### config.mk
export PLATFORM = sky130hd
export DESIGN_NAME = fifo_rd_packer
export DESIGN_NICKNAME = d
export VERILOG_FILES = /design/src/rtl/fifo_pack_pkg.sv /design/src/rtl/pack_idle_timer.sv /design/src/rtl/fifo_rd_packer.sv
export SDC_FILE = /design/constraint.sdc
export NUM_CORES = 1
export LEC_CHECK = 0
export ABC_AREA = 1
export BUFFER_PORTS_ARGS = -buffer_cell sky130_fd_sc_hd__buf_2
export CAP_MARGIN = 20
export CELL_PAD_IN_SITES_DETAIL_PLACEMENT = 1
export CELL_PAD_IN_SITES_GLOBAL_PLACEMENT = 2
export CORE_UTILIZATION = 35
export CTS_BUF_LIST = sky130_fd_sc_hd__clkbuf_2
export CTS_CLUSTER_SIZE = 12
export DETAILED_ROUTE_END_ITERATION = 8
export PLACE_DENSITY_LB_ADDON = 0.1
export SLEW_MARGIN = 20
export SYNTH_ARGS = -nofsm -noshare
export SYNTH_HDL_FRONTEND = slang
export SYNTH_SLANG_ARGS = --single-unit
### constraint.sdc
create_clock -name rclk -period 1.85 [get_ports rclk]
set_input_delay 0.2775 -clock rclk [delete_from_list [all_inputs] [get_ports rclk]]
set_output_delay 0.2775 -clock rclk [all_outputs]
set_load 0.1 [all_outputs]
### src/rtl/fifo_pack_pkg.sv
// Shared types and helpers for the FIFO read-side byte packer.
package fifo_pack_pkg;

    localparam int unsigned BYTE_W  = 8;
    localparam int unsigned MAX_BPW = 8;
    // Lane counter must hold 0..MAX_BPW plus one pending pop.
    localparam int unsigned CNT_W   = 4;

    typedef enum logic [1:0] {IDLE, FILL, HOLD} pack_state_t;

    // Byte-enable mask with ones in lanes 0..cnt-1.
    function automatic logic [MAX_BPW-1:0] ben_from_cnt(input logic [CNT_W-1:0] cnt);
        logic [MAX_BPW-1:0] ben;
        ben = '0;
        for (int k = 0; k < MAX_BPW; k++) begin
            if (k < int'(cnt)) ben[k] = 1'b1;
        end
        return ben;
    endfunction

endpackage

### src/rtl/pack_idle_timer.sv
// Idle counter for the packer's partial-word flush (used with PACK_TIMEOUT_EN).
// Counts enabled cycles, saturates at LIMIT-1 and holds 'done' there until cleared.
module pack_idle_timer #(
    parameter int unsigned LIMIT = 16
) (
    input  logic rclk,
    input  logic reset_L,
    input  logic clr,
    input  logic en,
    output logic done
);

    localparam int unsigned CW = (LIMIT > 1) ? $clog2(LIMIT) : 1;
    localparam logic [CW-1:0] LAST = CW'(LIMIT - 1);

    logic [CW-1:0] count_q, count_d;

    // Clear has priority; count up while enabled, stop at the terminal value.
    always_comb begin
        count_d = count_q;
        if (clr) begin
            count_d = '0;
        end else if (en && (count_q != LAST)) begin
            count_d = count_q + CW'(1);
        end
    end

    // Counter register.
    always_ff @(posedge rclk or negedge reset_L) begin
        if (!reset_L) count_q <= '0;
        else          count_q <= count_d;
    end

    assign done = en && (count_q == LAST);

endmodule

### src/rtl/fifo_rd_packer.sv
// Read-side FIFO consumer: pops bytes, packs them little-endian into words and
// offers them on a valid/ready stream through a single output slot.
// Optional build macro: PACK_TIMEOUT_EN flushes a partial word after an idle period.
module fifo_rd_packer
    import fifo_pack_pkg::*;
#(
    parameter int unsigned BYTES_PER_WORD = 4,
    parameter int unsigned TIMEOUT_CYCLES = 16
) (
    input  logic                             rclk,
    input  logic                             reset_L,
    input  logic                             empty,
    input  logic [BYTE_W-1:0]                rdata,
    output logic                             pop,
    output logic                             out_valid,
    output logic [BYTE_W*BYTES_PER_WORD-1:0] out_data,
    output logic [BYTES_PER_WORD-1:0]        out_ben,
    input  logic                             out_ready
);

    localparam int unsigned      WORD_W   = BYTE_W * BYTES_PER_WORD;
    localparam logic [CNT_W-1:0] CNT_FULL = CNT_W'(BYTES_PER_WORD);
    localparam logic [CNT_W-1:0] CNT_LAST = CNT_W'(BYTES_PER_WORD - 1);

    pack_state_t                state_q, state_d;
    logic [CNT_W-1:0]           cnt_q, cnt_d;
    logic                       pend_q;
    logic [WORD_W-1:0]          acc_q, acc_d, acc_cap;
    logic                       valid_q, valid_d;
    logic [WORD_W-1:0]          data_q, data_d;
    logic [BYTES_PER_WORD-1:0]  ben_q, ben_d;

    logic capture, slot_free, fill_xfer, hold_xfer, timeout_xfer, xfer;
    logic [CNT_W-1:0] commit;

    // rdata is valid exactly one cycle after a pop.
    assign capture   = pend_q;
    assign slot_free = !valid_q || out_ready;
    assign commit    = cnt_q + CNT_W'(pend_q);

    // Completing capture goes straight to the slot when it is free, so there is
    // no bubble at word boundaries; otherwise the word waits in HOLD.
    assign fill_xfer = capture && (cnt_q == CNT_LAST) && slot_free;
    assign hold_xfer = (state_q == HOLD) && slot_free;
    assign xfer      = fill_xfer || hold_xfer || timeout_xfer;

    // A lane freed by this cycle's transfer may already be committed to a new pop.
    // Gated by reset so the FIFO is never popped while held in reset.
    assign pop = reset_L && !empty && (state_q != HOLD) && ((commit < CNT_FULL) || fill_xfer);

`ifdef PACK_TIMEOUT_EN
    logic timer_done;

    pack_idle_timer #(
        .LIMIT (TIMEOUT_CYCLES)
    ) u_idle_timer (
        .rclk    (rclk),
        .reset_L (reset_L),
        .clr     (capture || xfer),
        .en      ((state_q == FILL) && !pend_q),
        .done    (timer_done)
    );

    assign timeout_xfer = timer_done && slot_free;
`else
    logic unused_timeout_cfg;
    assign unused_timeout_cfg = ^TIMEOUT_CYCLES;
    assign timeout_xfer       = 1'b0;
`endif

    // Accumulator with this cycle's captured byte inserted into lane cnt.
    always_comb begin
        acc_cap = acc_q;
        for (int k = 0; k < BYTES_PER_WORD; k++) begin
            if (capture && (cnt_q == CNT_W'(k))) acc_cap[k*BYTE_W +: BYTE_W] = rdata;
        end
    end

    // Packing FSM and lane bookkeeping.
    always_comb begin
        state_d = state_q;
        cnt_d   = cnt_q;
        acc_d   = acc_q;
        if (xfer) begin
            acc_d   = '0;
            cnt_d   = '0;
            state_d = IDLE;
            // A byte arriving alongside a HOLD/timeout transfer starts the next word.
            if (capture && !fill_xfer) begin
                acc_d[BYTE_W-1:0] = rdata;
                cnt_d             = CNT_W'(1);
                state_d           = FILL;
            end
        end else if (capture) begin
            acc_d   = acc_cap;
            cnt_d   = cnt_q + CNT_W'(1);
            state_d = (cnt_q == CNT_LAST) ? HOLD : FILL;
        end
    end

    // Output slot: load on transfer, clear on handshake, otherwise hold steady.
    always_comb begin
        valid_d = valid_q;
        data_d  = data_q;
        ben_d   = ben_q;
        if (xfer) begin
            valid_d = 1'b1;
            data_d  = fill_xfer ? acc_cap : acc_q;
            ben_d   = BYTES_PER_WORD'(ben_from_cnt(timeout_xfer ? cnt_q : CNT_FULL));
        end else if (out_ready) begin
            valid_d = 1'b0;
        end
    end

    // State registers.
    always_ff @(posedge rclk or negedge reset_L) begin
        if (!reset_L) begin
            state_q <= IDLE;
            cnt_q   <= '0;
            pend_q  <= 1'b0;
            acc_q   <= '0;
            valid_q <= 1'b0;
            data_q  <= '0;
            ben_q   <= '0;
        end else begin
            state_q <= state_d;
            cnt_q   <= cnt_d;
            pend_q  <= pop;
            acc_q   <= acc_d;
            valid_q <= valid_d;
            data_q  <= data_d;
            ben_q   <= ben_d;
        end
    end

    assign out_valid = valid_q;
    assign out_data  = data_q;
    assign out_ben   = ben_q;

endmodule
# Yosys cells after proc, flatten, opt, wreduce, memory -nomap -nowiden
# Cells that the tools add are included.
# classes
add_sub_neg	2
magnitude_cmp	1
muxes	17
n_reduce_logical	19
eq_ne	5
# op_table
operator	count
two-way mux 32 bit	3
two-way mux 8 bit	5
logical AND 1 bit	10
== test 4 x 2 -> 1 bit (second input constant)	2
two-way mux 4 bit	2
two-way mux 2 bit	3
adder 4 x 1 -> 4 bit	1
adder 4 x 1 -> 4 bit (second input constant)	1
== test 4 x 1 -> 1 bit (second input constant)	1
zero test 4 bit	1
less-than comparator 4 x 3 -> 1 bit (second input constant)	1
two-way mux 1 bit	4
nonzero test 2 bit	2
zero test 1 bit	3
logical OR 1 bit	3
== test 2 bit (second input constant)	1
!= test 2 bit (second input constant)	1
# totals
input_bits	12
output_inout_bits	38
register_bits	73
elab_cells	51

# Logic depth before layout (Yosys ltp)
# logic_depth
depth_word	7
ltp_mapped	10
mapped_depth_nobuf	9

# Worst setup path before layout
# OpenSTA, ideal clock, no wires.
# synth_path
path_kind	register to register
startpoint	reg valid_q, in the netlist out_valid
endpoint	reg pend_q, in the netlist capture
setup_time_ns	0.304
arrival_time_ns	2.059
period_less_slack_ns	2.363
required_ns	1.546
n_path_buf	0
path_stages_with_launch	8
setup_slack_ns	-0.513
cell_sequence	dfrtp_1 inv_1 nor2_2 inv_1 nand2_1 nand3_1 nand2_1 inv_1
# synth_via
elab_chain_cells	5
# synth_rtl
element	line_no	source
from (decl)	fifo_rd_packer.sv:29	logic valid_q, valid_d;
from (signal assigned)	fifo_rd_packer.sv:130	valid_q <= valid_d;
zero test 1 bit	fifo_rd_packer.sv:38	assign slot_free = !valid_q || out_ready;
logical OR 1 bit	fifo_rd_packer.sv:38	
logical AND 1 bit	fifo_rd_packer.sv:43	assign fill_xfer = capture && (cnt_q == CNT_LAST) && slot_free;
logical OR 1 bit	fifo_rd_packer.sv:49	assign pop = reset_L && !empty && (state_q != HOLD) && ((commit < CNT_FULL) || fill_xfer);
logical AND 1 bit	fifo_rd_packer.sv:49	
via pop	fifo_rd_packer.sv:14	output logic pop,
to (signal assigned)	fifo_rd_packer.sv:128	pend_q <= pop;
to (decl)	fifo_rd_packer.sv:27	logic pend_q;
# The timed path passes the listed nets, and every way through them passes these cells.
# A chain may end at the register's enable or synchronous reset.

# Worst setup path after layout
# layout_path
startpoint	reg cnt_q[3]
endpoint	out pop
# layout_via
elab_chain_cells	5
elab_cells_between_ends	7
classes_between	add/sub (1); order compare (1); eq/ne (1); reduce/logical (4)
# layout_rtl
element	line_no	source
from (decl)	fifo_rd_packer.sv:26	logic [CNT_W-1:0] cnt_q, cnt_d;
from (signal assigned)	fifo_rd_packer.sv:127	cnt_q <= cnt_d;
branches (longest 3 deep; another with adder 4 x 1 -> 4 bit)	--	
logical OR 1 bit *	fifo_rd_packer.sv:49	
logical AND 1 bit *	fifo_rd_packer.sv:49	
to (decl)	fifo_rd_packer.sv:14	
# Every way passes the cells marked *.

==> reports/qor.csv <==
stage,metric,value,unit
pwr,LEAKAGE,2.474,nW
drt,via count,3325,
critical_path,Buffers & Inverters on Critical Path,3,
critical_path,Crit path top cell by count,buf_12,
global_routing,first-pass GRT wire length,17620,um
critical_path,"Slowest-stage cell, CP",dfrtp_1,
placement,Post-DP Area,4091,sq um
critical_path,critical path arrival,1.76,ns
placement,RD Place Congestion,0.7400,
placement,placed insts,639,
critical_path,CP Data Required Time,1.57,ns
final_layout,fin nets,549,
final_layout,cell area after layout,4479,sq um
final_layout,"commonest non-fill, non-tap cell in the layout",nand2_1,
final_layout,diode count,0,
timing,final setup violation count,1,
floorplan,initial core utilization,0.3674,
timing,RSZ-0062 raised after global routing,yes,
clocking,Clock transition at path regs,0.20,ns
floorplan,die height,104.2,um
synthesis,Synthesized Nets,487,
synthesis,post-synthesis average cell area,7.765,sq um
timing,clk_skew,0.03576,ns
synthesis,synthesized area,3657,sq um
placement,Final HPWL DP,6552,um
final_layout,area grow syn2layout,22.48,%
clocking,Root Driver,clkbuf_2,
global_routing,antenna violations before repair,0,
clocking,clock latency on the worst-skew pair,0.53,ns
synthesis,Yosys cell types,22,
critical_path,critical path class,reg2out,
critical_path,Critical Path Sink Type,output port,
critical_path,R2R depth,10,
timing,post-route minimum period,2.040,ns
synthesis,Mapped Cells,471,
floorplan,io pins,50,
min_path,hold path endpoint,acc_q[5]$_DFFE_PN0P_,
floorplan,die width,104.2,um
run,max-cap viol count,0,
critical_path,RR Startpoint,cnt_q[3]$_DFFE_PN0P_,
clocking,Sink Count,73,
final_layout,most frequent cells in the layout,"nand2_1, dfrtp_1, nor2_1",
synthesis,sequential fraction of the synthesis area,0.4995,
status,failing checks,negative setup slack,
synthesis,Synth Warn #,0,
pwr,worst vdd ir,0.3063,mV
pwr,Design Power,2.564,mW
drt,Residual DRC,0,
drt,vias per cell,4.963,
drt,DRT antenna net count,0,
floorplan,die area,10860,sq um
min_path,WHS Path Cells,3,
critical_path,Critical Path Source Type,register,
clocking,CTS buffer count,9,
pwr,Pwr Density,572.5,nW/um^2
global_routing,vias in the first global route,3446,
drt,TritonRoute pass-1 iters,4,
critical_path,critical path's largest stage delay,0.47,ns
timing,fin worst setup slack,-0.1903,ns
critical_path,critical-path maximum fanout,14,
drt,routed wire length,10740,um
placement,I/O Buffers,49,
drt,DR iter-0 viols,115,
timing,endpoints failing hold,0,
critical_path,RR Endpoint,out_data[0]$_DFFE_PN0P_,
floorplan,number of core rows,36,
timing,worst-margin pin slew,0.4942,ns
global_routing,largest net degree at the start of global routing,74,
min_path,HP Class,in2reg,
critical_path,R2R setup slack,0.09,ns
global_routing,gr ovfl total,0,
critical_path,CP cell instances,nor2_4 > buf_12 > nand2_1 > nand3_2 > nand2_2 > clkinvlp_4 > buf_12,
final_layout,layout cells sized above 1,0.2272,
global_routing,GRT Util Overall,0.2059,
status,outcome,finished with violations,
timing,Slew Limit Headroom,0.6728,
critical_path,"delay-heaviest family, CP",flip-flops,
timing,Final period util,1.103,
synthesis,#FFs+latches synth,73,
timing,fmax,0.4901,GHz
final_layout,Layout Cells excl Fill,670,
min_path,worst hold start,rdata[5],
clocking,CTS H-tree depth,3,
floorplan,core area,9955,sq um
timing,Pins Over Slew Limit,0,
clocking,TritonCTS clock tree,done,
clocking,Bufs on Longest Clock Path,2,
drt,post-DR wirelength/cell,16.03,um
[layout make-up]
class	count	area [sq um]
fillers	1239	5475
flip-flops and latches	73	1832
multi-input cells	341	1617
repair buffers	81	651.9
well taps	133	166.4
inverters	27	112.6
clock buffers	11	55.05
clock inverters	4	45.04
[sequential cells by signal (all words and copies together), names as in the netlist]
name	cells
state_q	2
out_data	32
out_ben	1
cnt_q	4
acc_q	32
out_valid	1
capture	1
[worst reg2reg max path, stage by stage, from the launching register on]
cell,delay [ns]
dfrtp_1,0.47
nor2_4,0.16
buf_4,0.12
buf_4,0.10
buf_4,0.13
nand2_8,0.08
nor2_4,0.12
buf_8,0.19
nand3_1,0.12
nand2_1,0.12
nand2_1,0.06
[how the worst max path moves through the flow]
stage                          start                       end  slack (ns)  cells past startpoint
2_1_floorplan  out_valid$_DFFE_PN0P_         capture$_DFF_PN0_       -0.04                      7
3_3_place_gp    cnt_q[2]$_DFFE_PN0P_  out_data[22]$_DFFE_PN0P_        0.14                      7
3_5_place_dp    cnt_q[0]$_DFFE_PN0P_      acc_q[8]$_DFFE_PN0P_        0.11                      9
4_1_cts         cnt_q[1]$_DFFE_PN0P_                       pop       -0.23                      8
5_1_grt         cnt_q[3]$_DFFE_PN0P_                       pop       -0.32                      7
6_report        cnt_q[3]$_DFFE_PN0P_                       pop       -0.19                      7
[routing by layer]
layer / track usage / up-vias / routed length [um] / part of all wire
met2: 0.3510 / 53 / 5186 / 0.48
met5: 0 / - / 0 / 0
li1: - / 1629 / - / -
met1: 0.2661 / 1633 / 5146 / 0.48
met3: 0.04198 / 10 / 294 / 0.027
met4: 0.05204 / 0 / 113 / 0.011
[cells by family (layout without fill, tap and decap cells)]
group / after synthesis / count (layout) / synth area share
AND/OR/NAND/NOR: 309 / 309 / 0.3715
flip-flops: 73 / 73 / 0.4995
buffers and inverters: 57 / 123 / 0.07698
AO/OA/AOI/OAI: 28 / 28 / 0.03832
adder cells (fa/ha/maj): 4 / 4 / 0.01369
[where the power goes]
group	internal (mW)	total [mW]	switching (mW)	leakage, nW
logic	0.0175	0.0830	0.0654	1.53
registers	1.60	1.60	0.000497	0.868
clock network	0.310	0.882	0.572	0.0716
total	1.93	2.56	0.637	2.47
[synthesized netlist by cell type]
library cell  number  share of area
inv_2              2         0.0021
nand3b_1           1         0.0021
inv_1             25          0.026
nor2_4             2         0.0062
buf_4              8          0.016
nand4_1           32          0.055
and3b_1            1         0.0024
nand3_2            2         0.0055
or2_2              1         0.0017
a21oi_1           18          0.025
buf_2             12          0.016
nand2_1          164           0.17
clkbuf_1           7         0.0072
nand2_4            3         0.0092
nand3_1           40          0.055
buf_6              3         0.0092
dfrtp_1           73           0.50
nor2_2             2         0.0034
nor2_1            60          0.062
nand2_2            1         0.0017
o21ai_0           10          0.014
ha_1               4          0.014
[stage by stage]
stage	TNS (ns)	hold WS [ns]	util	setup slack [ns]
after global placement	0	0.3964	0.4110	0.1431
after CTS	-0.2279	0.04806	0.4345	-0.2279
after floorplan	-0.03622	-0.01809	-	-0.03622
after detailed placement	0	0.3966	0.4110	0.1115
after global routing	-0.4875	0.05451	0.4500	-0.3194
final	-0.1903	0.1133	0.4500	-0.1903
[what timing repair did]
action	CTS	global route
endpoints found under the hold margin	73	0
hold buffers	1	0
cloned	1	3
resized for setup	8	16
setup endpoints to repair	1	22
buffers inserted	8	3
pin swaps	7	5
Power figures use the tool's default switching activity.
